[src/rtl/vanilla_exe_bubble_profiler_ctrl.sv]
// EXE bubble profiler: saturating per-type counters plus a total-cycle counter.
// A read-and-clear dump streams the counters out over a valid/ready port.

module vanilla_exe_bubble_profiler_ctrl_cnt #(
    parameter int width_p = 32
) (
    input  logic               clk_i,
    input  logic               reset_n_i,
    input  logic               inc,
    input  logic               clr,
    output logic [width_p-1:0] count
);
    // A clear wins over the old value but keeps the increment from the same cycle
    always_ff @(posedge clk_i) begin
        if (!reset_n_i)                  count <= '0;
        else if (clr)                    count <= inc ? width_p'(1) : '0;
        else if (inc && (count != '1))   count <= count + width_p'(1);
    end
endmodule

module vanilla_exe_bubble_profiler_ctrl #(
    parameter int num_types_p     = 32,
    parameter int counter_width_p = 32,
    parameter int idx_width_p     = $clog2(num_types_p+1)
) (
    input  logic                       clk_i,
    input  logic                       reset_n_i,
    input  logic                       en_i,
    input  logic [31:0]                exe_bubble_type_i,
    input  logic                       dump_start_i,
    output logic                       busy_o,
    output logic                       dump_v_o,
    input  logic                       dump_ready_i,
    output logic [idx_width_p-1:0]     dump_idx_o,
    output logic [counter_width_p-1:0] dump_count_o,
    output logic                       dump_last_o,
    output logic                       bad_type_o
);
    typedef enum logic {IDLE, DUMP} state_e;

    state_e                                    state_q, state_d;
    logic [idx_width_p-1:0]                    idx_q, idx_d;
    logic [num_types_p:0][counter_width_p-1:0] cnt;
    logic [num_types_p:0]                      inc, clr;
    logic                                      type_ok, hs, is_last;

    assign type_ok = exe_bubble_type_i < 32'(num_types_p);
    assign hs      = dump_v_o & dump_ready_i;
    assign is_last = idx_q == idx_width_p'(num_types_p);

    // Slot num_types_p is the total-cycle counter
    for (genvar g = 0; g <= num_types_p; g++) begin : g_cnt
        if (g == num_types_p) begin : g_total
            assign inc[g] = en_i;
        end else begin : g_type
            assign inc[g] = en_i & (exe_bubble_type_i == 32'(g));
        end
        assign clr[g] = hs & (idx_q == idx_width_p'(g));

        vanilla_exe_bubble_profiler_ctrl_cnt #(.width_p(counter_width_p)) u_cnt (
            .clk_i     (clk_i),
            .reset_n_i (reset_n_i),
            .inc       (inc[g]),
            .clr       (clr[g]),
            .count     (cnt[g])
        );
    end

    always_ff @(posedge clk_i) begin
        if (!reset_n_i) begin
            state_q    <= IDLE;
            idx_q      <= '0;
            bad_type_o <= 1'b0;
        end else begin
            state_q    <= state_d;
            idx_q      <= idx_d;
            if (en_i && !type_ok) bad_type_o <= 1'b1;
        end
    end

    always_comb begin
        state_d = state_q;
        idx_d   = idx_q;
        case (state_q)
            IDLE: if (dump_start_i) begin
                state_d = DUMP;
                idx_d   = '0;
            end
            DUMP: if (dump_ready_i) begin
                if (is_last) begin
                    state_d = IDLE;
                    idx_d   = '0;
                end else begin
                    idx_d   = idx_q + idx_width_p'(1);
                end
            end
            default: state_d = IDLE;
        endcase
    end

    always_comb begin
        dump_count_o = '0;
        for (int i = 0; i <= num_types_p; i++)
            if (idx_q == idx_width_p'(i)) dump_count_o = cnt[i];
    end

    assign busy_o      = (state_q == DUMP);
    assign dump_v_o    = busy_o;
    assign dump_idx_o  = idx_q;
    assign dump_last_o = busy_o & is_last;
endmodule

[config.mk]
export PLATFORM = sky130hd
export DESIGN_NAME = vanilla_exe_bubble_profiler_ctrl
export DESIGN_NICKNAME = d
export VERILOG_FILES = /design/src/rtl/vanilla_exe_bubble_profiler_ctrl.sv
export SDC_FILE = /design/constraint.sdc
export NUM_CORES = 2
export LEC_CHECK = 0
export CAP_MARGIN = 40
export CELL_PAD_IN_SITES_DETAIL_PLACEMENT = 1
export CELL_PAD_IN_SITES_GLOBAL_PLACEMENT = 1
export CORE_ASPECT_RATIO = 1.4
export CORE_UTILIZATION = 33
export DETAILED_ROUTE_END_ITERATION = 12
export HOLD_SLACK_MARGIN = 0.02
export PLACE_DENSITY = 0.7
export SYNTH_ARGS = -nofsm -noshare
export SYNTH_HDL_FRONTEND = slang
export SYNTH_SLANG_ARGS = --single-unit
[constraint.sdc]
create_clock -name clk_i -period 3.9 [get_ports clk_i]
set_input_delay 0.39 -clock clk_i [delete_from_list [all_inputs] [get_ports clk_i]]
set_output_delay 0.39 -clock clk_i [all_outputs]
set_load 0.01 [all_outputs]
==> impl_summary.log <==
INFO  metric outcome = complete, but fails checks
INFO  metric failing_checks = negative setup slack
INFO  metric fin_area = about 80000 um2
INFO  metric initial_core_util = 0.332
INFO  metric instances_no_fill = ~11000
INFO  metric synth_top_cell_area_share = 0.357
INFO  metric rsz_0062_raised_after_global_routing = true
INFO  metric cellLeakagePower = between 20 and 30 nW
INFO  metric grt-ovfl-total = 0
INFO  metric fin_crit_sh = 1.12
INFO  metric number_of_global_route_vias_before_repair = between 60000 and 70000
INFO  metric synth-seq-cells = ~1100
INFO  metric synthMuxAreaShare = 0.00440
INFO  metric tritoncts.num_buffers = between 100 and 150
INFO  metric syn2layout_area_growth = 34.3%
INFO  metric coreArea = 180000 um2
INFO  metric ff2ff_path_depth = 8
INFO  metric post_synthesis_net_count = 7734
INFO  metric endpoint_kind = output port
INFO  metric route.detailed.vias_per_inst = 6.13
INFO  metric postPlaceCellArea = approximately 70000 um2
INFO  metric ant_nets = 0
INFO  metric ys_async_sr_fraction = 0
INFO  metric cts_max_path_buffers = 3
INFO  metric netlist.top_cell.by_area = dfxtp_1
INFO  metric ys_dominant_reg_cell = dfxtp_1
INFO  metric synthCells = 7660
INFO  metric dr_total_vias = a little under 70000
INFO  metric hold_buffers = 0
INFO  metric antenna_found_initial = 25
INFO  metric die_width = 361 um
INFO  metric crit_path_max_fanout = 4
INFO  metric cts.root.buffer_cell = clkbuf_16
INFO  metric drt_pass_1_iters = 6
INFO  metric final_period_minus_worst_setup_slack = 4350 ps
INFO  metric die_y = slightly above 500 um
INFO  metric critical_path_required_time = between 3000 and 4000 ps
INFO  metric largest_family_of_logic_cells_by_synthesized_area = simple AND/OR/NAND/NOR gates
INFO  metric grt_first_pass_wirelength = approximately 500000 um
INFO  metric drc = 0
INFO  metric tightest_slew = ~940 ps
INFO  metric path_clk_slew = 70 ps
INFO  metric summed_instance_area_of_the_synthesized_netlist = around 60000 um2
INFO  metric power.density = ~300 nW/um2
INFO  metric die-area = 183000 um2
INFO  metric met3_length = roughly 22000 um
INFO  metric top_layer = met5
INFO  metric hold_viol = 0
INFO  metric synth_enable_flop_cells = 0
INFO  metric holdPathStages = 3
INFO  metric number_of_instances_in_the_placed_design = 10700
INFO  metric insertion_delay = 800 ps
INFO  metric finalMaxSlewViolations = 0
INFO  metric maxCapViolCount = 0
INFO  metric synth_simple_gate_area_share = 0.322
INFO  metric port_buffers = between 70 and 80
INFO  metric io_pins = roughly 80
INFO  metric cts_tree = yes
INFO  metric cp-start-kind = flop
INFO  metric finalWeightedCongestion = 1.08
INFO  metric synth_area_leaders = dfxtp_1 36%, nor2_1 7.3%, xor2_1 6.3%
INFO  metric drt_wl_total = around 370000 um
INFO  metric wire_per_inst = 33.2 um
INFO  metric worst_hold_slack = around 180 ps
INFO  metric synth.distinct_cells = just over 100
INFO  metric min_path_type = in2reg
INFO  metric overall_global_routing_usage = 0.391
INFO  metric drt-met1-wl = approximately 120000 um
INFO  metric largest_net_degree_at_the_start_of_global_routing = 33
INFO  metric cts.sink_count = 1064
INFO  metric final_layout_size_suffix_gt1_frac = 0.228
INFO  metric max_clock_freq = about 0.23 GHz
INFO  metric initialDrtViolationCount = 5501
INFO  metric layout_setup_ws = -451 ps
INFO  metric floorplan.rows = approximately 180
INFO  metric synth.yosys.warnings = 0
INFO  metric largest_vdd_supply_drop = 424 uV
INFO  metric timing.critical_path.arrival = between 3000 and 4000 ps
INFO  metric cts.htree.levels = 3
INFO  metric synth_seq_area_share = 0.357
INFO  metric fin_setup_tns = -7300 ps
INFO  metric syn_area_per_cell = a little under 8 um2
INFO  metric synth_compound_gate_area_share = 0.155
INFO  metric critPathKind = reg2out
INFO  metric timing.final.setup_violations = 32
INFO  metric adder_and_majority_cell_fraction_of_the_synthesized_area = 0.00776
INFO  metric slew_headroom = 0.369
INFO  metric finalNetCount = a little under 9000
INFO  metric hpwl = roughly 300000 um
INFO  metric clock_skew = 26.5 ps
INFO  metric synth_xor_xnor_area_share = 0.117
INFO  metric dr_wl_met2 = between 150000 and 200000 um
[stage by stage]
| stage | worst slack [ps] | power, mW | utilization |
|---|---|---|---|
| after floorplan | 541 | 11.4 | - |
| final | -451 | 23.5 | 0.446 |
| after detailed placement | -525 | 11.8 | 0.391 |
| after CTS | -381 | 23.6 | 0.436 |
| after global routing | -446 | 24.1 | 0.446 |
| after global placement | -602 | 11.8 | 0.391 |
[critical path, cell delays in order, from the launching register on]
cell and delay (ps):
dfxtp_4 370, inv_4 70, ha_4 150, or3b_4 430, nor2_1 110, buf_4 150, buf_6 110, buf_6 90
a22oi_2 80, o211ai_1 550, a32oi_1 190, buf_4 230, a31oi_4 230, a221o_1 230, buf_2 170
[layout by cell type, fill, tap and decap left out, drive strengths merged, types with 30 or more instances in the layout]
master / instances
buf: 1175
nor2: 1156
dfxtp: 1064
nand2: 644
nand3: 477
xor2: 428
xnor2: 367
nand4: 339
o21ai: 296
nor3: 284
a21oi: 282
and3: 175
inv: 174
or3: 169
clkbuf: 164
nor4: 153
and4: 144
o22ai: 128
a22oi: 78
a221oi: 69
o211ai: 64
and2: 64
a211oi: 62
clkdlybuf4s50: 45
or4: 45
a31oi: 45
o221ai: 43
ha: 37
o31ai: 36
clkinv: 32
o2111ai: 30
[repair_timing]
item,CTS,global route
gates resized for setup,847,292
setup endpoints to repair,33,32
gates cloned,7,2
pin swaps,178,167
buffers inserted,102,79
[metal layers]
| layer | vias up | global-route usage |
|---|---|---|
| met3 | 1468 | 0.0807 |
| met1 | 33600 | 0.357 |
| met2 | 2844 | 0.670 |
| li1 | 29800 | - |
| met4 | 16 | 0.473 |
| met5 | - | 0.000530 |
[report_power, final]
group / leakage (nW) / internal [mW] / total (mW) / switching (mW)
clock: 1.97 / 6.76 / 11.8 / 5.03
combinational: 17.7 / 0.281 / 0.867 / 0.587
sequential: 8.57 / 10.9 / 10.9 / 0.0101
[cell type report]
type / count / area [um2]
flip-flops and latches: 1064 / 21300
clock buffers: 161 / 3340
clock inverters: 48 / 658
repair buffers: 1226 / 11000
fillers: 21200 / 99400
diodes: 21 / 52.6
inverters: 175 / 692
multi-input cells: 6026 / 40200
well taps: 2325 / 2910
[cell families (layout without fill, tap and decap cells)]
kind of cell,Yosys count,after routing
compound gates,1368,1368
simple gates,3799,3800
xor+xnor,795,795
fa+ha+maj,37,37
flops,1064,1064
buf+inv,571,1610
mux,26,26
other cells,0,21
[worst paths after layout]
check | start | end | slack [ps]
max | dump_idx_o[0] | dump_count_o[29] | -450
min | reset_n_i | g_cnt[2].u_cnt.count[0] | 180
max reg2reg | g_cnt[1].u_cnt.count[6] | g_cnt[1].u_cnt.count[22] | 820
min reg2reg | g_cnt[3].u_cnt.count[28] | g_cnt[3].u_cnt.count[28] | 490
[state kept, by name, summed over array words and instances, names as in the netlist]
register	flops
g_cnt.u_cnt.count	1056
dump_idx_o	6
bad_type_o	1
busy_o	1
[Yosys cell counts, types with 15 or more instances]
cell and n:
a2111oi_0 18, a211o_1 16, a211oi_1 55, a21oi_1 281, a221o_1 20, a221oi_1 69, a22o_1 23, a22oi_1 78
a311oi_1 15, a31oi_1 45, and2_1 63, and3_1 175, and4_1 144, buf_1 25, buf_2 37, clkbuf_1 332
dfxtp_1 1064, ha_1 37, inv_1 170, mux2i_1 24, nand2_1 642, nand2b_1 20, nand3_1 477, nand4_1 339
nor2_1 1155, nor2b_1 18, nor3_1 261, nor3_2 21, nor3b_1 22, nor4_1 138, o2111ai_1 30, o211ai_1 64
o21ai_0 293, o221ai_1 43, o22ai_1 128, o31ai_1 36, or2_2 21, or3_1 169, or4_1 44, xnor2_1 367
xor2_1 428
Note: power is estimated with default switching activity, not from simulation.
